### src/rtl/vga_timing_pkg.sv
// vga_timing_pkg: shared VGA 640x480@60 timing constants, default window geometry and flag type.
// Latency: n/a (declarations only).
// Backpressure: n/a.
package vga_timing_pkg;

  // Horizontal timing, in pixel clocks
  localparam int H_VIS_DEF  = 640;
  localparam int H_FP_DEF   = 16;
  localparam int H_SYNC_DEF = 96;
  localparam int H_BP_DEF   = 48;
  localparam int H_TOTAL    = H_VIS_DEF + H_FP_DEF + H_SYNC_DEF + H_BP_DEF;   // 800

  // Vertical timing, in lines
  localparam int V_VIS_DEF  = 480;
  localparam int V_FP_DEF   = 10;
  localparam int V_SYNC_DEF = 2;
  localparam int V_BP_DEF   = 33;
  localparam int V_TOTAL    = V_VIS_DEF + V_FP_DEF + V_SYNC_DEF + V_BP_DEF;   // 525

  // Sync pulses are active low over [START, END)
  localparam int H_SYNC_START = H_VIS_DEF + H_FP_DEF;                      // 656
  localparam int H_SYNC_END   = H_SYNC_START + H_SYNC_DEF;                 // 752
  localparam int V_SYNC_START = V_VIS_DEF + V_FP_DEF;                      // 490
  localparam int V_SYNC_END   = V_SYNC_START + V_SYNC_DEF;                 // 492

  // Default scaler window placement; size must match the scaler's display size
  localparam int WIN_X0_DEF = 220;
  localparam int WIN_Y0_DEF = 165;
  localparam int WIN_W_DEF  = 200;
  localparam int WIN_H_DEF  = 150;

  // Per-pixel flags carried alongside the scaler latency
  typedef struct packed {
    logic hs;    // horizontal sync, active low
    logic vs;    // vertical sync, active low
    logic vis;   // inside the 640x480 visible area
    logic win;   // inside the scaler window
    logic brd;   // on the 1-pixel ring around the window
  } sync_flags_t;

  // Value held while in reset: syncs deasserted, nothing visible
  localparam sync_flags_t FLAGS_IDLE = '{hs: 1'b1, vs: 1'b1, vis: 1'b0, win: 1'b0, brd: 1'b0};

  // Half-open interval test [lo, hi)
  function automatic logic in_range(input int val, input int lo, input int hi);
    return (val >= lo) && (val < hi);
  endfunction

endpackage

### src/rtl/vga_flag_delay.sv
// vga_flag_delay: shift register that delays the per-pixel sync/window flags.
// Latency: DEPTH cycles from flags_i to flags_o.
// Backpressure: none; shifts every clock.
module vga_flag_delay
  import vga_timing_pkg::*;
#(
  parameter int DEPTH = 2
) (
  input  logic        clk_i,
  input  logic        rst_ni,
  input  sync_flags_t flags_i,
  output sync_flags_t flags_o
);

  sync_flags_t stage_q [DEPTH];

  // Shift flags one stage per pixel; reset parks every stage at the idle value
  always_ff @(posedge clk_i or negedge rst_ni) begin
    if (!rst_ni) begin
      for (int i = 0; i < DEPTH; i++) begin
        stage_q[i] <= FLAGS_IDLE;
      end
    end else begin
      stage_q[0] <= flags_i;
      for (int i = 1; i < DEPTH; i++) begin
        stage_q[i] <= stage_q[i-1];
      end
    end
  end

  assign flags_o = stage_q[DEPTH-1];

endmodule

### src/rtl/vga_window_ctrl.sv
// vga_window_ctrl: VGA timing generator that places the scaler's RGB window inside the visible frame.
// Latency: counter to VGA pins 1+PIPE_LAT cycles; READ_Request to VGA_R/G/B exactly PIPE_LAT cycles.
// Backpressure: none; free-running pixel timing, scaler must return RGB in step with READ_Request.
// Build option: define WIN_BORDER_EN to draw a white 1-pixel ring just outside the window.
// RST_N asserts asynchronously; its release is expected to be synchronous to VGA_CLK.
module vga_window_ctrl
  import vga_timing_pkg::*;
#(
  parameter int          H_VIS    = H_VIS_DEF,
  parameter int          H_FP     = H_FP_DEF,
  parameter int          H_SYNC   = H_SYNC_DEF,
  parameter int          H_BP     = H_BP_DEF,
  parameter int          V_VIS    = V_VIS_DEF,
  parameter int          V_FP     = V_FP_DEF,
  parameter int          V_SYNC   = V_SYNC_DEF,
  parameter int          V_BP     = V_BP_DEF,
  parameter int          WIN_X0   = WIN_X0_DEF,
  parameter int          WIN_Y0   = WIN_Y0_DEF,
  parameter int          WIN_W    = WIN_W_DEF,
  parameter int          WIN_H    = WIN_H_DEF,
  parameter int          PIPE_LAT = 2,
  parameter logic [23:0] BG_RGB   = 24'h000000
) (
  input  logic       VGA_CLK,
  input  logic       RST_N,
  input  logic [7:0] iRed,
  input  logic [7:0] iGreen,
  input  logic [7:0] iBlue,
  output logic       READ_Request,
  output logic       oREQ_VS,
  output logic       oREQ_HS,
  output logic       VGA_HS,
  output logic       VGA_VS,
  output logic       VGA_BLANK_N,
  output logic       VGA_SYNC_N,
  output logic [7:0] VGA_R,
  output logic [7:0] VGA_G,
  output logic [7:0] VGA_B
);

  localparam int H_TOT    = H_VIS + H_FP + H_SYNC + H_BP;
  localparam int V_TOT    = V_VIS + V_FP + V_SYNC + V_BP;
  localparam int HS_START = H_VIS + H_FP;
  localparam int HS_END   = HS_START + H_SYNC;
  localparam int VS_START = V_VIS + V_FP;
  localparam int VS_END   = VS_START + V_SYNC;
  localparam int HW       = $clog2(H_TOT);
  localparam int VW       = $clog2(V_TOT);

  localparam logic [HW-1:0] H_LAST = HW'(H_TOT - 1);
  localparam logic [VW-1:0] V_LAST = VW'(V_TOT - 1);

  // Geometry sanity: the window must fit the visible area and the latency stay in range
  generate
    if (WIN_X0 + WIN_W > H_VIS) begin : g_err_win_x
      $error("vga_window_ctrl: WIN_X0+WIN_W exceeds H_VIS");
    end
    if (WIN_Y0 + WIN_H > V_VIS) begin : g_err_win_y
      $error("vga_window_ctrl: WIN_Y0+WIN_H exceeds V_VIS");
    end
    if (PIPE_LAT < 1 || PIPE_LAT > 8) begin : g_err_lat
      $error("vga_window_ctrl: PIPE_LAT must be within 1..8");
    end
`ifdef WIN_BORDER_EN
    if (WIN_X0 < 1 || WIN_Y0 < 1) begin : g_err_brd
      $error("vga_window_ctrl: border ring needs WIN_X0 >= 1 and WIN_Y0 >= 1");
    end
`endif
  endgenerate

  logic [HW-1:0] h_q, h_d;
  logic [VW-1:0] v_q, v_d;
  int            x_pos, y_pos;
  sync_flags_t   s0_q, s0_d;
  sync_flags_t   tap;
  logic [23:0]   data_q, data_d;
  logic [23:0]   rgb_out;

  // Raster position: h wraps at the line end and carries into v, v wraps at the frame end
  always_comb begin
    h_d = h_q + 1'b1;
    v_d = v_q;
    if (h_q == H_LAST) begin
      h_d = '0;
      v_d = (v_q == V_LAST) ? '0 : v_q + 1'b1;
    end
  end

  // Raster counters restart from (0,0) on reset
  always_ff @(posedge VGA_CLK or negedge RST_N) begin
    if (!RST_N) begin
      h_q <= '0;
      v_q <= '0;
    end else begin
      h_q <= h_d;
      v_q <= v_d;
    end
  end

  // Decode sync, visibility, window and border membership of the current raster position
  always_comb begin
    x_pos    = int'(h_q);
    y_pos    = int'(v_q);
    s0_d     = FLAGS_IDLE;
    s0_d.hs  = !in_range(x_pos, HS_START, HS_END);
    s0_d.vs  = !in_range(y_pos, VS_START, VS_END);
    s0_d.vis = (x_pos < H_VIS) && (y_pos < V_VIS);
    s0_d.win = in_range(x_pos, WIN_X0, WIN_X0 + WIN_W) &&
               in_range(y_pos, WIN_Y0, WIN_Y0 + WIN_H);
`ifdef WIN_BORDER_EN
    s0_d.brd = (((x_pos == WIN_X0 - 1) || (x_pos == WIN_X0 + WIN_W)) &&
                in_range(y_pos, WIN_Y0 - 1, WIN_Y0 + WIN_H + 1)) ||
               (((y_pos == WIN_Y0 - 1) || (y_pos == WIN_Y0 + WIN_H)) &&
                in_range(x_pos, WIN_X0 - 1, WIN_X0 + WIN_W + 1));
`endif
  end

  // Stage-0 register: these flags drive the scaler directly, undelayed
  always_ff @(posedge VGA_CLK or negedge RST_N) begin
    if (!RST_N) begin
      s0_q <= FLAGS_IDLE;
    end else begin
      s0_q <= s0_d;
    end
  end

  assign READ_Request = s0_q.win;
  assign oREQ_HS      = s0_q.hs;
  assign oREQ_VS      = s0_q.vs;

  // Delay the flags by the scaler's RGB latency so the DAC sees them pixel-aligned
  vga_flag_delay #(
    .DEPTH (PIPE_LAT)
  ) u_flag_delay (
    .clk_i   (VGA_CLK),
    .rst_ni  (RST_N),
    .flags_i (s0_q),
    .flags_o (tap)
  );

  assign data_d = {iRed, iGreen, iBlue};

  // Capture scaler RGB on the same edge that loads the flag tap, so both describe one pixel
  always_ff @(posedge VGA_CLK or negedge RST_N) begin
    if (!RST_N) begin
      data_q <= '0;
    end else begin
      data_q <= data_d;
    end
  end

  // Pick the pixel colour: black in blanking, scaler data in the window, ring or background elsewhere
  always_comb begin
    rgb_out = BG_RGB;
    if (!tap.vis) begin
      rgb_out = '0;
    end else if (tap.win) begin
      rgb_out = data_q;
    end else if (tap.brd) begin
      rgb_out = 24'hFFFFFF;
    end
  end

  assign VGA_HS      = tap.hs;
  assign VGA_VS      = tap.vs;
  assign VGA_BLANK_N = tap.vis;
  assign VGA_SYNC_N  = 1'b0;
  assign VGA_R       = rgb_out[23:16];
  assign VGA_G       = rgb_out[15:8];
  assign VGA_B       = rgb_out[7:0];

endmodule

### config.mk
export PLATFORM = sky130hd
export DESIGN_NAME = vga_window_ctrl
export DESIGN_NICKNAME = d
export VERILOG_FILES = /design/src/rtl/vga_timing_pkg.sv /design/src/rtl/vga_flag_delay.sv /design/src/rtl/vga_window_ctrl.sv
export SDC_FILE = /design/constraint.sdc
export NUM_CORES = 1
export LEC_CHECK = 0
export ABC_AREA = 1
export CAP_MARGIN = 10
export CORE_MARGIN = 2
export CORE_UTILIZATION = 35
export DETAILED_ROUTE_END_ITERATION = 7
export PLACE_DENSITY = 0.6
export SLEW_MARGIN = 20
export SYNTH_ARGS = -nofsm -noshare
export SYNTH_HDL_FRONTEND = slang
export SYNTH_SLANG_ARGS = --single-unit
### constraint.sdc
create_clock -name VGA_CLK -period 2.2 [get_ports VGA_CLK]
set_input_delay 0.44 -clock VGA_CLK [delete_from_list [all_inputs] [get_ports VGA_CLK]]
set_output_delay 0.44 -clock VGA_CLK [all_outputs]
set_load 0.03 [all_outputs]
## After elaboration in Yosys (flattened, before gate mapping)

Index checks and enable logic that the tools add are counted.

| cells by class | value |
|---|---|
| magnitude comparators | 10 |
| equality and inequality tests | 2 |
| reduce and logical (&&, ||, !) cells | 8 |
| multiplexer cells | 4 |
| add/subtract/negate cells | 2 |

Operator list:

| cell | count |
|---|---|
| 2-to-1 mux 24 bit | 2 |
| < comparator 10 x 9 -> 1 bit, second input constant | 4 |
| adder 10 x 1 -> 10 bit, second input constant | 2 |
| equality test 10 bit, second input constant | 2 |
| >= comparator 10 x 8 -> 1 bit, second input constant | 2 |
| < comparator 10 bit, second input constant | 2 |
| 2-to-1 mux 10 bit | 2 |
| >= comparator 10 bit, second input constant | 1 |
| >= comparator 10 x 9 -> 1 bit, second input constant | 1 |
| logical AND 1 bit | 6 |
| zero test 1 bit | 2 |

| storage, ports and cells | value |
|---|---|
| bits in registers | 56 |
| word-level logic and storage cells | 41 |
| output and inout bits | 31 |
| input bits | 26 |

## Depth between registers and ports, before layout

| depth | value |
|---|---|
| depth in word-level cells | 3 |
| gate-level depth with buffers | 9 |
| mapped depth without buffers | 9 |

## Modules after synthesis

From an unflattened synthesis, not the netlist that was laid out.

| second synthesis, totals | value |
|---|---|
| cells, all modules | 302 |
| area total of the unflattened synthesis | 2,652.5 sq um |

By module, submodules not included:

| module | cells each | instances | area an instance (sq um) | sequential area each (sq um) |
|---|---|---|---|---|
| vga_window_ctrl | 287 | 1 | 2,359.8 | 1,203.7 |
| vga_flag_delay | 15 | 1 | 292.8 | 255.2 |

## Worst setup path after synthesis

No wires, ideal clock.

| timing path | value |
|---|---|
| path type | register to output |
| start | register u_flag_delay.stage_q (netlist bit u_flag_delay.flags_o[2]) |
| end | output VGA_B[0] |
| data required time | 1.760 ns |
| cell stages (with the launch flop) | 4 |
| path slack | 0.452 ns |
| arrival time | 1.308 ns |
| path buffers | 1 |
| cells stage by stage | dfrtp_1 > nand2_1 > clkbuf_1 > nor2_1 |

| on the way | value |
|---|---|
| word-level cells in the longest chain between the ends | 1 |

RTL lines:

| item | line | RTL |
|---|---|---|
| from (decl) | vga_flag_delay.sv:15 | `sync_flags_t stage_q [DEPTH];` |
| from (signal, indexed assignment) | vga_flag_delay.sv:26 | `stage_q[i] <= stage_q[i-1];` |
| 2-to-1 mux 24 bit | vga_window_ctrl.sv:155 | `if (!tap.vis) begin` |
| to (decl) | vga_window_ctrl.sv:38 | `output logic [7:0] VGA_B` |

No other way between the ends.

## Worst setup path after layout

| timing path | value |
|---|---|
| start | register u_flag_delay.stage_q (netlist bit u_flag_delay.flags_o[4]) |
| end | output VGA_HS |

RTL lines:

| item | line | RTL |
|---|---|---|
| to (decl) | vga_window_ctrl.sv:32 | `output logic VGA_HS,` |

No word-level cell between the ends.

==> reports/results.md <==
| Group | Parameter | Reported |
| --- | --- | --- |
| status | Status | finished clean |
| synth | Area leader, netlist | sky130_fd_sc_hd__dfrtp_1 |
| power | Clock Power Share | 0.327 |
| die | Count of standard-cell rows | 30 |
| timing | Number of pins with negative max-slew slack in the final report | 0 |
| power | Leakage power | 1.999 nW |
| finish | Final core utilization | 0.4810 |
| timing | Fin crit share | 0.8829 |
| clock network | CTS Buf Count | 5 |
| grt | GRT Residual Overflow | 0 |
| placed design | Port Buffers | 55 |
| clock network | Number of buffers on the longest clock path | 2 |
| synth | Sequential share of the synthesized area | 0.5655 |
| route | Via density | 4.256 |
| synth | Largest cells by area after synthesis | sky130_fd_sc_hd__dfrtp_1, sky130_fd_sc_hd__inv_1, sky130_fd_sc_hd__nor2_1 |
| synth | Number of nets in the synthesized netlist | 320 |
| finish | Final-stage net count | 377 |
| timing | Smallest hold slack | 0.1197 ns |
| worst setup path | Required time at the endpoint of the critical path | 1.76 ns |
| timing | Final sum of negative setup slack | 0 ns |
| worst setup path | Worst EP arrival | 1.50 ns |
| route | Total vias in the final route | 1881 |
| power | Total Power Consumption | 1.683 mW |
| timing | Final min period | 1.942 ns |
| clock network | Worst-path clk slew | 0.09 ns |
| worst setup path | Bufs and invs on worst path | 1 |
| synth | Share of the synthesized area in the top cell type | 0.5023 |
| synth | Top flip-flop cell by instance count after synthesis | sky130_fd_sc_hd__dfrtp_1 |
| worst setup path | Destination of the worst register-to-register timing path | v_q[6]$_DFFE_PN0N_ |
| grt | Wire length of the first global-routing pass | 8004 microns |
| finish | Area growth from synthesis to layout | 31.89% |
| worst setup path | Reg2Reg Setup Slack | 0.64 ns |
| power | Net load switching power | 0.3605 mW |
| die | Overall die width | 88.37 microns |
| clock network | Number of clock sinks | 56 |
| worst setup path | Kind of end point of the critical path | output pin |
| finish | Fraction of layout cells with a size suffix above 1 | 0.06936 |
| grt | Maximum number of pins on one net before global-route repair | 57 |
| synth | Post-synthesis register bit count | 56 |
| worst setup path | Largest delay contributor family on the critical path | buffers and inverters |
| worst setup path | Slowest library cell on the worst path | sky130_fd_sc_hd__clkdlybuf4s50_1 |
| route | Final routed wire length divided by cell count | 10.60 microns |
| route | Number of nets with antenna violations after detailed routing | 0 |
| clock network | H-tree level count | 2 |
| worst setup path | Kind of critical path | register to output pin |
| route | Wirelength, routed | 4683 microns |
| worst setup path | Worst stage delay on the critical path | 0.68 ns |
| timing | Worst Clk Skew | 0.002617 ns |
| grt | Number of global-route vias before repair | 1757 |
| die | Area of the die | 0.007808 sq mm |
| grt | Total GRT Usage | 0.1290 |
| grt | Initial antenna violation count | 0 |
| timing | Maximum clock rate | 514.9 MHz |
| finish | Count of placed standard cells in the final layout, fillers left out | 442 |
| timing | Final Hold Fails | 0 |
| worst setup path | Critical register-to-register path startpoint | h_q[1]$_DFF_PN0_ |
| worst setup path | Cells along the critical path | clkdlybuf4s50_1 |
| power | Share of power burned in registers | 0.628 |
| route | DRC violation count after routing | 0 |
| placed design | HPWL Detailed | 3369 microns |
| synth | Cell variety after synth | 30 |
| power | Combinational share of power | 0.045 |
| die | Die Span Y | 88.37 microns |
| worst hold path | Kind of path behind the tightest hold check | input pin to asynchronous set/reset pin |
| clock network | Post-cts hold buffer count | 0 |
| die | Starting density of the core | 0.3647 |
| worst setup path | Length in cells of the worst reg-to-reg path | 8 |
| power | Worst-case vdd ir drop | 0.2602 mV |
| synth | Mapped Avg Cell Area | 8.650 sq um |
| synth | Count of flip-flops with a built-in enable after synthesis | 0 |
| timing | Unrepaired setup endpoints after global routing | false |
| synth | Number of cells produced by synthesis | 288 |
| route | Initial drt markers | 77 |
| clock network | CTS root buf | sky130_fd_sc_hd__clkbuf_8 |
| synth | Synthesis warning total | 0 |
| die | Boundary pin count | 57 |
| synth | Synthesized area | 0.002491 sq mm |
| placed design | Count of placed standard cells including taps | 434 |
| finish | # diodes | 0 |
| clock network | TritonCTS clock tree | yes |
| timing | Final number of setup-violating endpoints | 0 |
| die | Area of the core region | 0.006832 sq mm |
| job | Number of max-capacitance violations reported | 0 |
| power | Design internal power | 1.322 mW |
| synth | Asr flop ratio synth | 1.000 |
| clock network | Clock latency reported for the late side of the worst-skew pair | 0.30 ns |
| placed design | RePlAce Congestion | 0.8336 |
| power | Power per Cell Area | 512.2 mW/mm^2 |
| power | Fraction of power spent switching nets | 0.2142 |
| route | Initial DRT Pass Iterations | 4 |
| worst setup path | Worst setup SP type | register |
| worst setup path | Crit path max fanout | 1 |
[cells in the mapped netlist (2+ instances only)]
library cell and number:
sky130_fd_sc_hd__a21oi_1 3, sky130_fd_sc_hd__buf_2 2, sky130_fd_sc_hd__buf_6 2, sky130_fd_sc_hd__clkbuf_1 2
sky130_fd_sc_hd__dfrtp_1 50, sky130_fd_sc_hd__dfstp_2 6, sky130_fd_sc_hd__ha_1 6, sky130_fd_sc_hd__inv_1 56
sky130_fd_sc_hd__nand2_1 50, sky130_fd_sc_hd__nand3_1 12, sky130_fd_sc_hd__nand4_1 7, sky130_fd_sc_hd__nor2_1 55
sky130_fd_sc_hd__nor2_4 2, sky130_fd_sc_hd__nor3_1 4, sky130_fd_sc_hd__o21ai_0 12, sky130_fd_sc_hd__xor2_1 5
[worst max path at each step]
stage / end / cells past startpoint / slack, ns / from
floorplan: VGA_B[0] / 3 / 0.45 / u_flag_delay.flags_o[2]$_DFF_PN0_
global placement: VGA_G[4] / 4 / 0.40 / u_flag_delay.flags_o[2]$_DFF_PN0_
detailed placement: VGA_R[0] / 4 / 0.37 / u_flag_delay.flags_o[2]$_DFF_PN0_
global route: oREQ_VS / 1 / 0.21 / oREQ_VS$_DFF_PN1_
CTS: VGA_R[0] / 4 / 0.02 / u_flag_delay.flags_o[2]$_DFF_PN0_
finish: VGA_HS / 1 / 0.26 / u_flag_delay.flags_o[4]$_DFF_PN1_
[layout by cell type, fill, tap and decap left out, types with 2 or more instances in the layout]
cell type / netlist / routed
sky130_fd_sc_hd__nor2_1: 55 / 55
sky130_fd_sc_hd__nand2_1: 50 / 50
sky130_fd_sc_hd__clkdlybuf4s50_1: 0 / 30
sky130_fd_sc_hd__a21oi_1: 3 / 3
sky130_fd_sc_hd__o21ai_0: 12 / 12
sky130_fd_sc_hd__clkbuf_8: 0 / 5
sky130_fd_sc_hd__dfstp_2: 6 / 6
sky130_fd_sc_hd__nor3_1: 4 / 4
sky130_fd_sc_hd__dlymetal6s2s_1: 0 / 24
sky130_fd_sc_hd__inv_1: 56 / 56
sky130_fd_sc_hd__nand3_1: 12 / 12
sky130_fd_sc_hd__xor2_1: 5 / 5
sky130_fd_sc_hd__nor2_4: 2 / 2
sky130_fd_sc_hd__dfrtp_1: 50 / 50
sky130_fd_sc_hd__ha_1: 6 / 6
sky130_fd_sc_hd__nand4_1: 7 / 7
[kinds of logic (layout without fill, tap and decap cells)]
logic type | Yosys count | in the layout | share of synthesized area
adders and majority gates | 6 | 6 | 0.03013
DFF | 56 | 56 | 0.5655
AOI/OAI and AO/OA | 20 | 20 | 0.04420
buffers and inverters | 64 | 122 | 0.1050
other | 1 | 1 | 0.001505
xor gates and xnor gates | 5 | 5 | 0.01758
and+or+nand+nor | 136 | 136 | 0.2361
[power by group through the flow]
stage,logic [mW],clock network (mW),registers (mW)
after floorplan,0.0111,0,1.08
after global placement,0.0775,0,1.08
after detailed placement,0.0790,0,1.08
after CTS,0.0795,0.597,1.06
after global routing,0.0860,0.627,1.06
final,0.0764,0.550,1.06
[registers in the layout, indices dropped and copies added (netlist names)]
name and count:
h_q 10, u_flag_delay.stage_q 4, data_q 24, READ_Request 1, oREQ_HS 1, u_flag_delay.flags_o 4
oREQ_VS 1, v_q 10, s0_q 1
[routing by layer]
metal,vias to the layer above,global-route usage,routed length (microns)
met3,2,0.02612,328
met2,53,0.2030,1955
met1,849,0.1791,2358
li1,977,-,-
met4,0,0.04270,40
met5,-,0,0
[final cells by class]
cell class	instances	area [sq um]
Fill cell	674	3546
Sequential cell	56	1409
Multi-Input combinational cell	168	820.8
Timing Repair Buffer	57	633.1
Inverter	57	214.0
Tap cell	96	120.1
Clock buffer	6	72.57
Clock inverter	2	16.27
[metrics by stage]
step           worst slack (ns)  area [sq um]
3_3_place_gp             0.4047          3137
2_1_floorplan            0.4521          2491
3_5_place_dp             0.3706          3137
5_1_grt                  0.2057          3286
6_report                 0.2577          3286
4_1_cts                 0.01979          3226
[what timing repair did]
item / in CTS / in global routing
endpoints found under the setup margin: 0 / 24
setup buffers: 0 / 0
resized for setup: 0 / 24
(Power assumes the default switching activity.)
